===== src/rtl/wb_pkg.sv =====
// Shared types and constants for the write-back stage: result select, load sizes, default width.
package wb_pkg;

    localparam int unsigned XLEN_DEFAULT = 32;
    localparam int unsigned REG_AW       = 5;

    typedef enum logic [1:0] {
        RES_ALU  = 2'b00,
        RES_LOAD = 2'b01,
        RES_PC4  = 2'b10,
        RES_RSVD = 2'b11
    } result_src_t;

    localparam logic [2:0] F3_LB  = 3'b000;
    localparam logic [2:0] F3_LH  = 3'b001;
    localparam logic [2:0] F3_LW  = 3'b010;
    localparam logic [2:0] F3_LBU = 3'b100;
    localparam logic [2:0] F3_LHU = 3'b101;

endpackage


===== src/rtl/writeback_unit_if.sv =====
// M/W pipeline inputs, long-latency result handshake and the GPR write port of the write-back stage.
interface writeback_unit_if #(
    parameter int unsigned XLEN  = wb_pkg::XLEN_DEFAULT,
    parameter int unsigned CNT_W = 64
);
    logic                      M_valid;
    logic [XLEN-1:0]           M_alu_result;
    logic [XLEN-1:0]           M_read_data;
    logic [XLEN-1:0]           M_pc_plus4;
    logic [wb_pkg::REG_AW-1:0] M_rd_addr;
    logic [1:0]                M_result_src;
    logic [2:0]                M_funct3;
    logic                      M_gpr_wen;
    logic                      W_stall;
    logic                      W_flush;
    logic                      X_valid;
    logic [wb_pkg::REG_AW-1:0] X_rd_addr;
    logic [XLEN-1:0]           X_data;
    logic                      X_ready;
    logic [wb_pkg::REG_AW-1:0] W_rd_addr;
    logic [XLEN-1:0]           W_rd;
    logic                      W_gpr_wen;
    logic [CNT_W-1:0]          W_instret;

    modport master (
        output M_valid, M_alu_result, M_read_data, M_pc_plus4, M_rd_addr,
               M_result_src, M_funct3, M_gpr_wen, W_stall, W_flush,
               X_valid, X_rd_addr, X_data,
        input  X_ready, W_rd_addr, W_rd, W_gpr_wen, W_instret
    );

    modport slave (
        input  M_valid, M_alu_result, M_read_data, M_pc_plus4, M_rd_addr,
               M_result_src, M_funct3, M_gpr_wen, W_stall, W_flush,
               X_valid, X_rd_addr, X_data,
        output X_ready, W_rd_addr, W_rd, W_gpr_wen, W_instret
    );
endinterface


===== src/rtl/load_extend.sv =====
// Picks the addressed byte/halfword out of a raw memory word and sign- or zero-extends it.
module load_extend
    import wb_pkg::*;
#(
    parameter int unsigned XLEN = XLEN_DEFAULT
) (
    input  logic [XLEN-1:0] raw,
    input  logic [1:0]      offset,
    input  logic [2:0]      funct3,
    output logic [XLEN-1:0] data
);
    logic [7:0]  byte_c;
    logic [15:0] half_c;

    // Halfword lane comes from offset[1] only; offset[0] misalignment is trapped upstream.
    always_comb begin
        byte_c = 8'(raw >> {offset, 3'b000});
        half_c = 16'(raw >> {offset[1], 4'b0000});
        data   = raw;
        case (funct3)
            F3_LB:   data = {{(XLEN-8){byte_c[7]}}, byte_c};
            F3_LBU:  data = {{(XLEN-8){1'b0}}, byte_c};
            F3_LH:   data = {{(XLEN-16){half_c[15]}}, half_c};
            F3_LHU:  data = {{(XLEN-16){1'b0}}, half_c};
            F3_LW:   data = raw;
            default: data = raw;
        endcase
    end
endmodule


===== src/rtl/writeback_unit.sv =====
// Write-back stage: M/W register, result select, load extension, GPR write-port arbitration
// between the in-order pipeline and the long-latency unit, and the retired-instruction counter.
module writeback_unit
    import wb_pkg::*;
#(
    parameter int unsigned XLEN  = XLEN_DEFAULT,
    parameter int unsigned CNT_W = 64
) (
    input  logic             clk,
    input  logic             reset,
    writeback_unit_if.slave  bus
);
    logic              w_valid_q;
    logic              w_wen_q;
    logic [REG_AW-1:0] w_rd_addr_q;
    result_src_t       w_src_q;
    logic [2:0]        w_funct3_q;
    logic [XLEN-1:0]   w_alu_q;
    logic [XLEN-1:0]   w_raw_q;
    logic [XLEN-1:0]   w_pc4_q;
    logic [CNT_W-1:0]  instret_q;

    logic              m_take_c;
    logic              m_writes_c;
    logic [XLEN-1:0]   load_data_c;
    logic [XLEN-1:0]   result_c;

    assign m_take_c   = bus.M_valid & ~bus.W_flush;
    assign m_writes_c = m_take_c & bus.M_gpr_wen & (bus.M_rd_addr != '0);

    // Pipeline always wins the slot; an X result carries its data in the ALU field.
    always_ff @(posedge clk or posedge reset) begin
        if (reset) begin
            w_valid_q   <= 1'b0;
            w_wen_q     <= 1'b0;
            w_rd_addr_q <= '0;
            w_src_q     <= RES_ALU;
            w_funct3_q  <= '0;
            w_alu_q     <= '0;
            w_raw_q     <= '0;
            w_pc4_q     <= '0;
            instret_q   <= '0;
        end else if (!bus.W_stall) begin
            if (w_valid_q) begin
                instret_q <= instret_q + CNT_W'(1);
            end
            if (m_take_c) begin
                w_valid_q   <= 1'b1;
                w_wen_q     <= m_writes_c;
                w_rd_addr_q <= bus.M_rd_addr;
                w_src_q     <= result_src_t'(bus.M_result_src);
                w_funct3_q  <= bus.M_funct3;
                w_alu_q     <= bus.M_alu_result;
                w_raw_q     <= bus.M_read_data;
                w_pc4_q     <= bus.M_pc_plus4;
            end else if (bus.X_valid) begin
                w_valid_q   <= 1'b0;
                w_wen_q     <= (bus.X_rd_addr != '0);
                w_rd_addr_q <= bus.X_rd_addr;
                w_src_q     <= RES_ALU;
                w_funct3_q  <= '0;
                w_alu_q     <= bus.X_data;
                w_raw_q     <= '0;
                w_pc4_q     <= '0;
            end else begin
                w_valid_q   <= 1'b0;
                w_wen_q     <= 1'b0;
                w_rd_addr_q <= '0;
                w_src_q     <= RES_ALU;
                w_funct3_q  <= '0;
                w_alu_q     <= '0;
                w_raw_q     <= '0;
                w_pc4_q     <= '0;
            end
        end
    end

    load_extend #(.XLEN(XLEN)) u_load_extend (
        .raw    (w_raw_q),
        .offset (w_alu_q[1:0]),
        .funct3 (w_funct3_q),
        .data   (load_data_c)
    );

    always_comb begin
        result_c = w_alu_q;
        case (w_src_q)
            RES_LOAD: result_c = load_data_c;
            RES_PC4:  result_c = w_pc4_q;
            RES_RSVD: result_c = w_alu_q;
            default:  result_c = w_alu_q;
        endcase
    end

    assign bus.W_rd      = result_c;
    assign bus.W_rd_addr = w_rd_addr_q;
    assign bus.W_gpr_wen = w_wen_q;
    assign bus.W_instret = instret_q;
    assign bus.X_ready   = ~reset & ~bus.W_stall & ~m_take_c;
endmodule


===== src/flat_wrapper.sv =====
// flat-port wrapper written by rule: the top's interface ports become plain ports
module writeback_unit_flat import wb_pkg::*;
#(
    parameter int unsigned XLEN  = XLEN_DEFAULT,
    parameter int unsigned CNT_W = 64
)
  (clk, reset, bus_M_valid, bus_M_alu_result, bus_M_read_data, bus_M_pc_plus4, bus_M_rd_addr, bus_M_result_src, bus_M_funct3, bus_M_gpr_wen, bus_W_stall, bus_W_flush, bus_X_valid, bus_X_rd_addr, bus_X_data, bus_X_ready, bus_W_rd_addr, bus_W_rd, bus_W_gpr_wen, bus_W_instret);
  writeback_unit_if #(.XLEN(XLEN), .CNT_W(CNT_W)) bus_i ();
  input  logic clk;
  input  logic reset;
  input wire logic [$bits(bus_i.M_valid)-1:0] bus_M_valid;
  input wire logic [$bits(bus_i.M_alu_result)-1:0] bus_M_alu_result;
  input wire logic [$bits(bus_i.M_read_data)-1:0] bus_M_read_data;
  input wire logic [$bits(bus_i.M_pc_plus4)-1:0] bus_M_pc_plus4;
  input wire logic [$bits(bus_i.M_rd_addr)-1:0] bus_M_rd_addr;
  input wire logic [$bits(bus_i.M_result_src)-1:0] bus_M_result_src;
  input wire logic [$bits(bus_i.M_funct3)-1:0] bus_M_funct3;
  input wire logic [$bits(bus_i.M_gpr_wen)-1:0] bus_M_gpr_wen;
  input wire logic [$bits(bus_i.W_stall)-1:0] bus_W_stall;
  input wire logic [$bits(bus_i.W_flush)-1:0] bus_W_flush;
  input wire logic [$bits(bus_i.X_valid)-1:0] bus_X_valid;
  input wire logic [$bits(bus_i.X_rd_addr)-1:0] bus_X_rd_addr;
  input wire logic [$bits(bus_i.X_data)-1:0] bus_X_data;
  output wire logic [$bits(bus_i.X_ready)-1:0] bus_X_ready;
  output wire logic [$bits(bus_i.W_rd_addr)-1:0] bus_W_rd_addr;
  output wire logic [$bits(bus_i.W_rd)-1:0] bus_W_rd;
  output wire logic [$bits(bus_i.W_gpr_wen)-1:0] bus_W_gpr_wen;
  output wire logic [$bits(bus_i.W_instret)-1:0] bus_W_instret;
  assign bus_i.M_valid = bus_M_valid;
  assign bus_i.M_alu_result = bus_M_alu_result;
  assign bus_i.M_read_data = bus_M_read_data;
  assign bus_i.M_pc_plus4 = bus_M_pc_plus4;
  assign bus_i.M_rd_addr = bus_M_rd_addr;
  assign bus_i.M_result_src = bus_M_result_src;
  assign bus_i.M_funct3 = bus_M_funct3;
  assign bus_i.M_gpr_wen = bus_M_gpr_wen;
  assign bus_i.W_stall = bus_W_stall;
  assign bus_i.W_flush = bus_W_flush;
  assign bus_i.X_valid = bus_X_valid;
  assign bus_i.X_rd_addr = bus_X_rd_addr;
  assign bus_i.X_data = bus_X_data;
  assign bus_X_ready = bus_i.X_ready;
  assign bus_W_rd_addr = bus_i.W_rd_addr;
  assign bus_W_rd = bus_i.W_rd;
  assign bus_W_gpr_wen = bus_i.W_gpr_wen;
  assign bus_W_instret = bus_i.W_instret;
  writeback_unit #(.XLEN(XLEN), .CNT_W(CNT_W)) u_core (.clk(clk), .reset(reset), .bus(bus_i));
endmodule

===== config.mk =====
export PLATFORM = sky130hd
export DESIGN_NAME = writeback_unit_flat
export DESIGN_NICKNAME = d
export VERILOG_FILES = /design/src/rtl/wb_pkg.sv /design/src/rtl/writeback_unit_if.sv /design/src/rtl/load_extend.sv /design/src/rtl/writeback_unit.sv /design/src/flat_wrapper.sv
export SDC_FILE = /design/constraint.sdc
export NUM_CORES = 1
export LEC_CHECK = 0
export CORE_UTILIZATION = 35
export DETAILED_ROUTE_END_ITERATION = 10
export HOLD_SLACK_MARGIN = 0.03
export PLACE_DENSITY = 0.72
export SLEW_MARGIN = 20
export SYNTH_ARGS = -nofsm -noshare
export SYNTH_HDL_FRONTEND = slang
export SYNTH_HIERARCHICAL = 1
export SYNTH_SLANG_ARGS = --single-unit

===== constraint.sdc =====
create_clock -name clk -period 7.4 [get_ports clk]
set_input_delay 1.11 -clock clk [delete_from_list [all_inputs] [get_ports clk]]
set_output_delay 1.11 -clock clk [all_outputs]
set_load 0.05 [all_outputs]

==> impl_metrics.toml, run 1 <==
[logic_synthesis]
ys_warn_count = 6
netlist_instances = 1020
ys_ff_latch = 172
syn_nets = 1173
synth.top_cell.area_share = 0.486
syn_area_per_cell_um2 = 8.68
synth.distinct_cells = 47
ys_top_cells_by_area = "dfrtp_1 49%, nand2_1 12%, o21ai_0 8.4%"
yosysTopAreaCell = "dfrtp_1"
ys_seq_area_frac = 0.486
syn-cell-area_um2 = 8850

[sta]
fin_skew_ps = 10.0
rsz0062_at_grt = "no"
fmax_mhz = 219
hold_viol = 0
slew_headroom = 0.339
fin_crit_sh = 0.617
fin_crit_ps = 4570
fin_setup_tns_ps = 0
maxSlewViolCount = 0
fin_hold_ws_ps = 474
setup_viol = 0
worst_pin_slew_ps = 992

[cts]
cts_resized = 0
post-cts-setup-buffer-count = 0
cts_buffers = 17
cts.sinks = 172
path_clk_slew_ps = 70
h-tree-depth = 4
cts-hold-fix-buffers = 0
cts.path.max_buffers = 2
cts_tree = "done"
cts_root_buf = "clkbuf_16"
clock_latency_ps = 430

[floorplanning]
core_um2 = 24500
initial_core_util = 0.361
die_h_um = 161
die_x_um = 161
rows = 57
io_pins = 253
dieArea_um2 = 25900

[pwr]
clockPowerShare = 0.372
cellLeakagePower_nw = 5.25
ir_drop_uv = 159
seq_power_share = 0.428
pwr-share-comb = 0.200
power.switching_mw = 0.787
cellPowerDensity_nw_per_um2 = 203
p_sw_frac = 0.320
internal_power_mw = 1.67

[global_route]
grt_max_degree = 126
antenna_found_initial = 0
grt_pass1_wl_um = 44000
grt_pass1_vias = 8128
track_usage = 0.220
grt-ovfl-total = 0

[drt]
ant_nets = 0
route.vias.total = 8228
drt-total-wl_um = 28000
wire_per_inst_um = 18.0
drtIter0Drc = 599
drt-pass1-iter-count = 5
post-route-drc-count = 0
vias_per_cell = 5.27

[placement]
placed_cells = 1529
place_area_um2 = 11500
hpwlAfterDp_um = 20300
portBuffers = 252
routabilityCongestion = 0.896

[final_layout]
drive_gt1_frac = 0.0534
fillers = 2338
n_antenna_cell = 0
final_cell_count_no_fill = 1561
syn_to_final_growth_pct = 37.2
layout.nets = 1377
finalInstanceArea_um2 = 12100

[setup_path]
cp.arrival_ps = 3460
r2r_slack_ps = 4810
reg2reg_depth = 6
cpPeakStageDelay_ps = 780
startpoint_type = "flip-flop"
reg2reg_from = "u_core/bus.W_instret[0]"
crit_type = "reg2out"
worst-path-max-fanout = 16
crit_chain = "mux4_2 > nor3b_4 > o21bai_4 > nand2_1 > a22oi_1 > o21ai_0 > clkdlybuf4s50_1"
cp_num_buf_inv = 1
worst_path_max_delay_cell = "clkdlybuf4s50_1"
cpLargestDelayFamily = "buffers and inverters"
worstPathRequired_ps = 6290
endpoint_kind = "primary output"
r2r-end = "u_core/bus.W_instret[30]"

[run]
drv_cap = 0

[worst_hold_path]
hold_path.startpoint = "u_core/bus.W_instret[63]"
hold_path_class = "reg2reg"
holdPathStages = 1
min_to = "u_core/bus.W_instret[63]"

[status]
outcome = "finished, final reports clean"
-- cells by family (layout without fill, tap and decap cells) --
group                      Yosys count  count (layout)  share of synthesized area
and+or+nand+nor                    450             450                      0.244
adders and majority gates            3               3                    0.00424
muxes                               10              10                     0.0134
AOI/OAI and AO/OA                  241             241                      0.152
xor gates and xnor gates            63              63                     0.0623
DFF                                172             172                      0.486
buffers and inverters               81             298                     0.0380
-- final cells by class --
class                   instances  area (µm²)  share of cell area
flip-flops and latches        172        4300               0.354
multi-input cells             767        4230               0.348
repair buffers                258        2570               0.212
clock buffers                  18         439              0.0362
well taps                     324         405              0.0334
clock inverters                14         163              0.0134
inverters                       8        37.5             0.00309
-- worst max path at each step --
| stage | slack [ps] | to | depth (start not counted) | from |
|---|---|---|---|---|
| finish | 2830 | bus_W_rd[21] | 7 | u_core/w_alu_q[1] |
| global route | 2610 | bus_W_rd[5] | 7 | u_core/w_funct3_q[0] |
| CTS | 2840 | bus_W_rd[28] | 7 | u_core/w_alu_q[1] |
| detailed placement | 3260 | bus_X_ready | 5 | bus_W_flush |
| global placement | 3300 | bus_X_ready | 5 | bus_W_flush |
| floorplan | 1630 | u_core/bus.W_gpr_wen | 1 | reset |
-- cell usage after synthesis, drive strengths merged --
cell    number
xnor2       24
and3        48
or4          3
a22oi       40
or3          2
nor2        17
o21bai       2
xor2        39
nor4         9
nand3       30
nor3        26
o211ai       4
nand3b       1
o21ai      148
o311ai       1
and2         2
ha           3
nor2b        6
nor3b        4
clkbuf      62
and4         6
a21o         1
or2          1
a21oi       44
nand2      277
buf         11
nand2b       4
mux2         5
nand4       14
dfrtp      172
inv          8
mux2i        4
o32ai        1
mux4         1
-- worst register-to-register path: stages, from the launching register on --
cell	delay, ps
dfrtp_1	490
ha_1	250
nand3_1	150
nor2_1	250
nand4_1	550
or4_1	630
xnor2_1	150
-- power groups by stage --
stage / sequential, mW / clock (mW) / combinational (mW)
2_1_floorplan: 1.09 / 0 / 0.242
3_3_place_gp: 1.07 / 0 / 0.488
3_5_place_dp: 1.07 / 0 / 0.491
4_1_cts: 1.05 / 0.937 / 0.496
5_1_grt: 1.06 / 0.977 / 0.532
6_report: 1.05 / 0.917 / 0.492
-- metrics by stage --
| step | setup WS [ps] | total power [mW] | utilization |
|---|---|---|---|
| 6_report | 2830 | 2.46 | 0.495 |
| 5_1_grt | 2610 | 2.57 | 0.495 |
| 4_1_cts | 2840 | 2.48 | 0.495 |
| 3_5_place_dp | 3260 | 1.56 | 0.470 |
| 3_3_place_gp | 3300 | 1.55 | 0.470 |
| 2_1_floorplan | 1630 | 1.34 | - |
-- cell usage in the layout, fill, tap and decap left out, drive strengths merged --
cell and count:
buf 7, nor2b 6, and2 2, xnor2 24, or4 3, o32ai 1
a21o 1, nand2b 4, clkinvlp 1, and4 6, nand2 277, dfrtp 172
a21oi 44, clkdlybuf4s50 251, nand3b 1, mux4 1, or3 2, and3 48
a22oi 40, bufinv 1, o211ai 4, mux2i 4, o311ai 1, nand4 14
inv 18, nor4 9, or2 1, clkinv 2, nor3 26, o21ai 148
nor2 17, mux2 5, o21bai 2, nand3 30, xor2 39, clkbuf 18
nor3b 4, ha 3
-- flip-flops by register name, summed over array words and instances, names as in the netlist --
register              flops
u_core/w_raw_q           32
u_core/w_src_q            2
u_core/bus.W_instret     64
u_core/bus.W_gpr_wen      1
u_core/w_pc4_q           32
u_core/w_valid_q          1
u_core/w_funct3_q         3
u_core/bus.W_rd_addr      5
u_core/w_alu_q           32
-- metal layers --
layer / GRT usage / vias up / wire [µm]
met4: 0.0635 / 0 / 544
met2: 0.371 / 343 / 13800
li1: - / 3905 / -
met3: 0.0609 / 28 / 2370
met5: 0 / - / 0
met1: 0.275 / 3952 / 11300
(Power assumes the default switching activity.)
==> run 2: changes to the inputs <==
==> constraint.sdc (replaced) <==
create_clock -name clk -period 4.6 [get_ports clk]
set_input_delay 0.69 -clock clk [delete_from_list [all_inputs] [get_ports clk]]
set_output_delay 0.69 -clock clk [all_outputs]
set_load 0.05 [all_outputs]
==> impl_metrics.toml, run 2 (same netlist as run 1, synthesis figures left out) <==
[status]
outcome = "finished, final reports clean"

[floorplanning]
initial_core_util = 0.361
dieArea_um2 = 25900
die_h_um = 161
core_um2 = 24500
io_pins = 253
die_x_um = 161
rows = 57

[cts]
cts_tree = "done"
h-tree-depth = 4
cts_buffers = 17
cts-hold-fix-buffers = 0
cts.sinks = 172
post-cts-setup-buffer-count = 0
cts_resized = 0
path_clk_slew_ps = 70
cts.path.max_buffers = 2
clock_latency_ps = 430
cts_root_buf = "clkbuf_16"

[setup_path]
crit_type = "reg2out"
worstPathRequired_ps = 3910
crit_chain = "mux4_2 > nor3b_4 > o21bai_4 > nand2_1 > a22oi_1 > o21ai_0 > clkdlybuf4s50_1"
cp.arrival_ps = 3350
reg2reg_from = "u_core/bus.W_instret[0]"
startpoint_type = "flip-flop"
startpoint = "u_core/w_alu_q[1]"
cp_num_buf_inv = 1
endpoint_kind = "primary output"
worst-path-max-fanout = 16
cpLargestDelayFamily = "buffers and inverters"
cpPeakStageDelay_ps = 730
worst_path_max_delay_cell = "clkdlybuf4s50_1"

[drt]
wire_per_inst_um = 18.1
drtIter0Drc = 597
route.vias.total = 8103
post-route-drc-count = 0
vias_per_cell = 5.19
drt-total-wl_um = 28200
drt-pass1-iter-count = 5
ant_nets = 0

[placement]
routabilityCongestion = 0.911
portBuffers = 252
hpwlAfterDp_um = 20500

[global_route]
antenna_found_initial = 0
track_usage = 0.220
grt_pass1_vias = 7860
grt_pass1_wl_um = 44200
grt_max_degree = 173
grt-ovfl-total = 0

[sta]
setup_viol = 0
rsz0062_at_grt = "no"
worst_pin_slew_ps = 998
fin_crit_sh = 0.878
slew_headroom = 0.333
fmax_mhz = 248
fin_skew_ps = 14.1
fin_crit_ps = 4040
fin_setup_tns_ps = 0
hold_viol = 0
maxSlewViolCount = 0

[final_layout]
n_antenna_cell = 0
drive_gt1_frac = 0.0541
layout.nets = 1378
syn_to_final_growth_pct = 37.1
layout_common_cells = "275 x nand2_1, 251 x clkdlybuf4s50_1, 172 x dfrtp_1"
fillers = 2340
final_common_cell = "nand2_1"
largest_register_ffs = 64
final_util = 0.495

[pwr]
ir_drop_uv = 262
cellPowerDensity_nw_per_um2 = 322
cellLeakagePower_nw = 5.25

[run]
drv_cap = 0

[worst_hold_path]
hold_path_class = "reg2reg"
hold_path.startpoint = "u_core/bus.W_instret[63]"
==> run 2: per-layer routing <==
metal / routed length [µm] / GRT usage
met4: 440 / 0.0583
met1: 11600 / 0.272
met3: 2450 / 0.0657
met5: 0 / 0
met2: 13700 / 0.374
==> run 2: per-stage QoR <==
stage / hold WS (ps) / setup slack (ps) / power [mW] / cell area [µm²] / std cells
3_5_place_dp: 460 / 1050 / 2.51 / 11600 / 1530
6_report: 466 / 561 / 3.91 / 12100 / 1562
2_1_floorplan: 450 / 1430 / 2.15 / 8860 / 1020
5_1_grt: 497 / 351 / 4.08 / 12100 / 1562
3_3_place_gp: 455 / 1140 / 2.50 / 11600 / 1530
4_1_cts: 471 / 576 / 3.94 / 12100 / 1562
==> run 2: power by group <==
group / internal [mW] / leakage, nW / switching (mW)
Combinational: 0.308 / 2.66 / 0.482
Clock: 0.739 / 0.283 / 0.693
Sequential: 1.60 / 2.30 / 0.0962
Total: 2.64 / 5.25 / 1.27
==> run 2: final timing paths <==
| path | to | slack (ps) | depth (start not counted) |
|---|---|---|---|
| max | bus_W_rd[21] | 560 | 7 |
| min | u_core/bus.W_instret[63] | 470 | 1 |
| max reg2reg | u_core/bus.W_instret[30] | 2030 | 6 |
| min reg2reg | u_core/bus.W_instret[63] | 470 | 1 |
| max in group asynchronous | u_core/w_alu_q[17] | 2990 | 3 |
| min in group asynchronous | u_core/bus.W_instret[51] | 950 | 3 |
==> run 2: area by class of cell <==
cell class	count	area, µm²	area share
flip-flops and latches	172	4300	0.355
multi-input cells	767	4230	0.348
repair buffers	259	2590	0.213
clock buffers	18	439	0.0362
well taps	324	405	0.0334
clock inverters	14	139	0.0114
inverters	8	33.8	0.00278
==> run 3: changes to the inputs <==
--- a/config.mk
+++ b/config.mk
@@ -5,10 +5,10 @@
 export SDC_FILE = /design/constraint.sdc
 export NUM_CORES = 1
 export LEC_CHECK = 0
-export CORE_UTILIZATION = 35
+export CORE_UTILIZATION = 25
 export DETAILED_ROUTE_END_ITERATION = 10
 export HOLD_SLACK_MARGIN = 0.03
-export PLACE_DENSITY = 0.72
+export PLACE_DENSITY = 0.57
 export SLEW_MARGIN = 20
 export SYNTH_ARGS = -nofsm -noshare
 export SYNTH_HDL_FRONTEND = slang
==> impl_metrics.toml, run 3 (same netlist as run 1, synthesis figures left out) <==
[status]
outcome = "finished, final reports clean"

[floorplanning]
die_x_um = 190
core_um2 = 34700
rows = 68
initial_core_util = 0.255
dieArea_um2 = 36200
io_pins = 253
die_h_um = 190

[final_layout]
final_common_cell = "nand2_1"
layout.nets = 1380
drive_gt1_frac = 0.0548
layout_common_cells = "275 x nand2_1, 251 x clkdlybuf4s50_1, 172 x dfrtp_1"
syn_to_final_growth_pct = 39.6
largest_register_ffs = 64
final_util = 0.356

[cts]
cts_buffers = 17
h-tree-depth = 4
cts_root_buf = "clkbuf_16"
clock_latency_ps = 430
cts.path.max_buffers = 2
cts_resized = 0
post-cts-setup-buffer-count = 0
cts_tree = "done"
cts.sinks = 172
path_clk_slew_ps = 70
cts-hold-fix-buffers = 0

[setup_path]
r2r-end = "u_core/bus.W_instret[30]"
reg2reg_from = "u_core/bus.W_instret[0]"
cp_num_buf_inv = 1
crit_chain = "mux4_2 > nor3b_4 > o21bai_4 > nand2_2 > a22oi_1 > o21ai_0 > clkdlybuf4s50_1"
cp.arrival_ps = 3370
worst-path-max-fanout = 16
endpoint_kind = "primary output"
cpPeakStageDelay_ps = 750
startpoint_type = "flip-flop"
reg2reg_depth = 6
worstPathRequired_ps = 3910
cpLargestDelayFamily = "buffers and inverters"
r2r_slack_ps = 2050
crit_type = "reg2out"
worst_path_max_delay_cell = "clkdlybuf4s50_1"

[placement]
routabilityCongestion = 0.911
portBuffers = 252
hpwlAfterDp_um = 22700

[worst_hold_path]
min_to = "u_core/bus.W_instret[63]"
hold_path.startpoint = "u_core/bus.W_instret[63]"
holdPathStages = 1
hold_path_class = "reg2reg"

[drt]
vias_per_cell = 4.80
drtIter0Drc = 532
drt-pass1-iter-count = 8
wire_per_inst_um = 18.1
post-route-drc-count = 0
ant_nets = 0
route.vias.total = 8135
drt-total-wl_um = 30600

[sta]
fin_crit_sh = 0.883
fin_skew_ps = 7.90
fin_crit_ps = 4060
hold_viol = 0
setup_viol = 0
fin_setup_tns_ps = 0
fmax_mhz = 246
rsz0062_at_grt = "no"
slew_headroom = 0.314
maxSlewViolCount = 0
worst_pin_slew_ps = 1030

[pwr]
ir_drop_uv = 256
cellLeakagePower_nw = 5.26
cellPowerDensity_nw_per_um2 = 325

[global_route]
grt_pass1_wl_um = 46100
grt_pass1_vias = 7897
grt_max_degree = 122
grt-ovfl-total = 0
antenna_found_initial = 1
track_usage = 0.169

[run]
drv_cap = 0
run 3: changes by cell type in the layout (fill, tap and decap cells not counted), sizes merged:
cell      previous run  this run
buf                  8        10
bufinv               0         3
clkbuf              18        20
clkinv               3         2
clkinvlp             2         5
diode                0         1
inv                 17        10
run 3: metrics by stage:
step / setup WS [ps] / hold slack [ps] / area (µm²) / std cells / total power [mW]
3_3_place_gp: 1040 / 457 / 11700 / 1663 / 2.52
3_5_place_dp: 1020 / 468 / 11700 / 1663 / 2.52
2_1_floorplan: 1430 / 450 / 8860 / 1020 / 2.15
6_report: 536 / 473 / 12400 / 1696 / 4.01
5_1_grt: 376 / 485 / 12400 / 1695 / 4.19
4_1_cts: 512 / 477 / 12400 / 1695 / 4.07
run 3: layer usage:
metal / track usage / vias to the layer above / share of wire / wire (µm)
met2: 0.270 / 294 / 0.47 / 14200
met3: 0.0439 / 30 / 0.073 / 2230
met1: 0.221 / 3888 / 0.44 / 13500
met5: 0 / - / 0 / 0
li1: - / 3923 / - / -
met4: 0.0520 / 0 / 0.020 / 614
run 3: how the worst max path moves through the flow:
stage | from | endpoint | slack [ps] | cells after the start
floorplan | u_core/w_alu_q[0] | bus_W_rd[25] | 1430 | 7
global placement | u_core/w_alu_q[1] | bus_W_rd[16] | 1040 | 7
detailed placement | u_core/w_alu_q[1] | bus_W_rd[16] | 1020 | 7
CTS | u_core/w_alu_q[1] | bus_W_rd[16] | 510 | 7
global route | u_core/w_alu_q[1] | bus_W_rd[16] | 380 | 7
finish | u_core/w_alu_q[1] | bus_W_rd[16] | 540 | 7
run 3: report_power, final:
part           switching [mW]  internal, mW  total [mW]
logic                   0.488         0.310       0.798
clock network           0.634         0.890        1.52
registers              0.0947          1.60        1.69
run 3: area by class of cell:
class	count	area [µm²]
fillers	3629	22400
clock buffers	20	457
well taps	455	569
multi-input cells	767	4230
diodes	1	2.50
repair buffers	261	2600
inverters	8	33.8
clock inverters	12	160
flip-flops and latches	172	4300
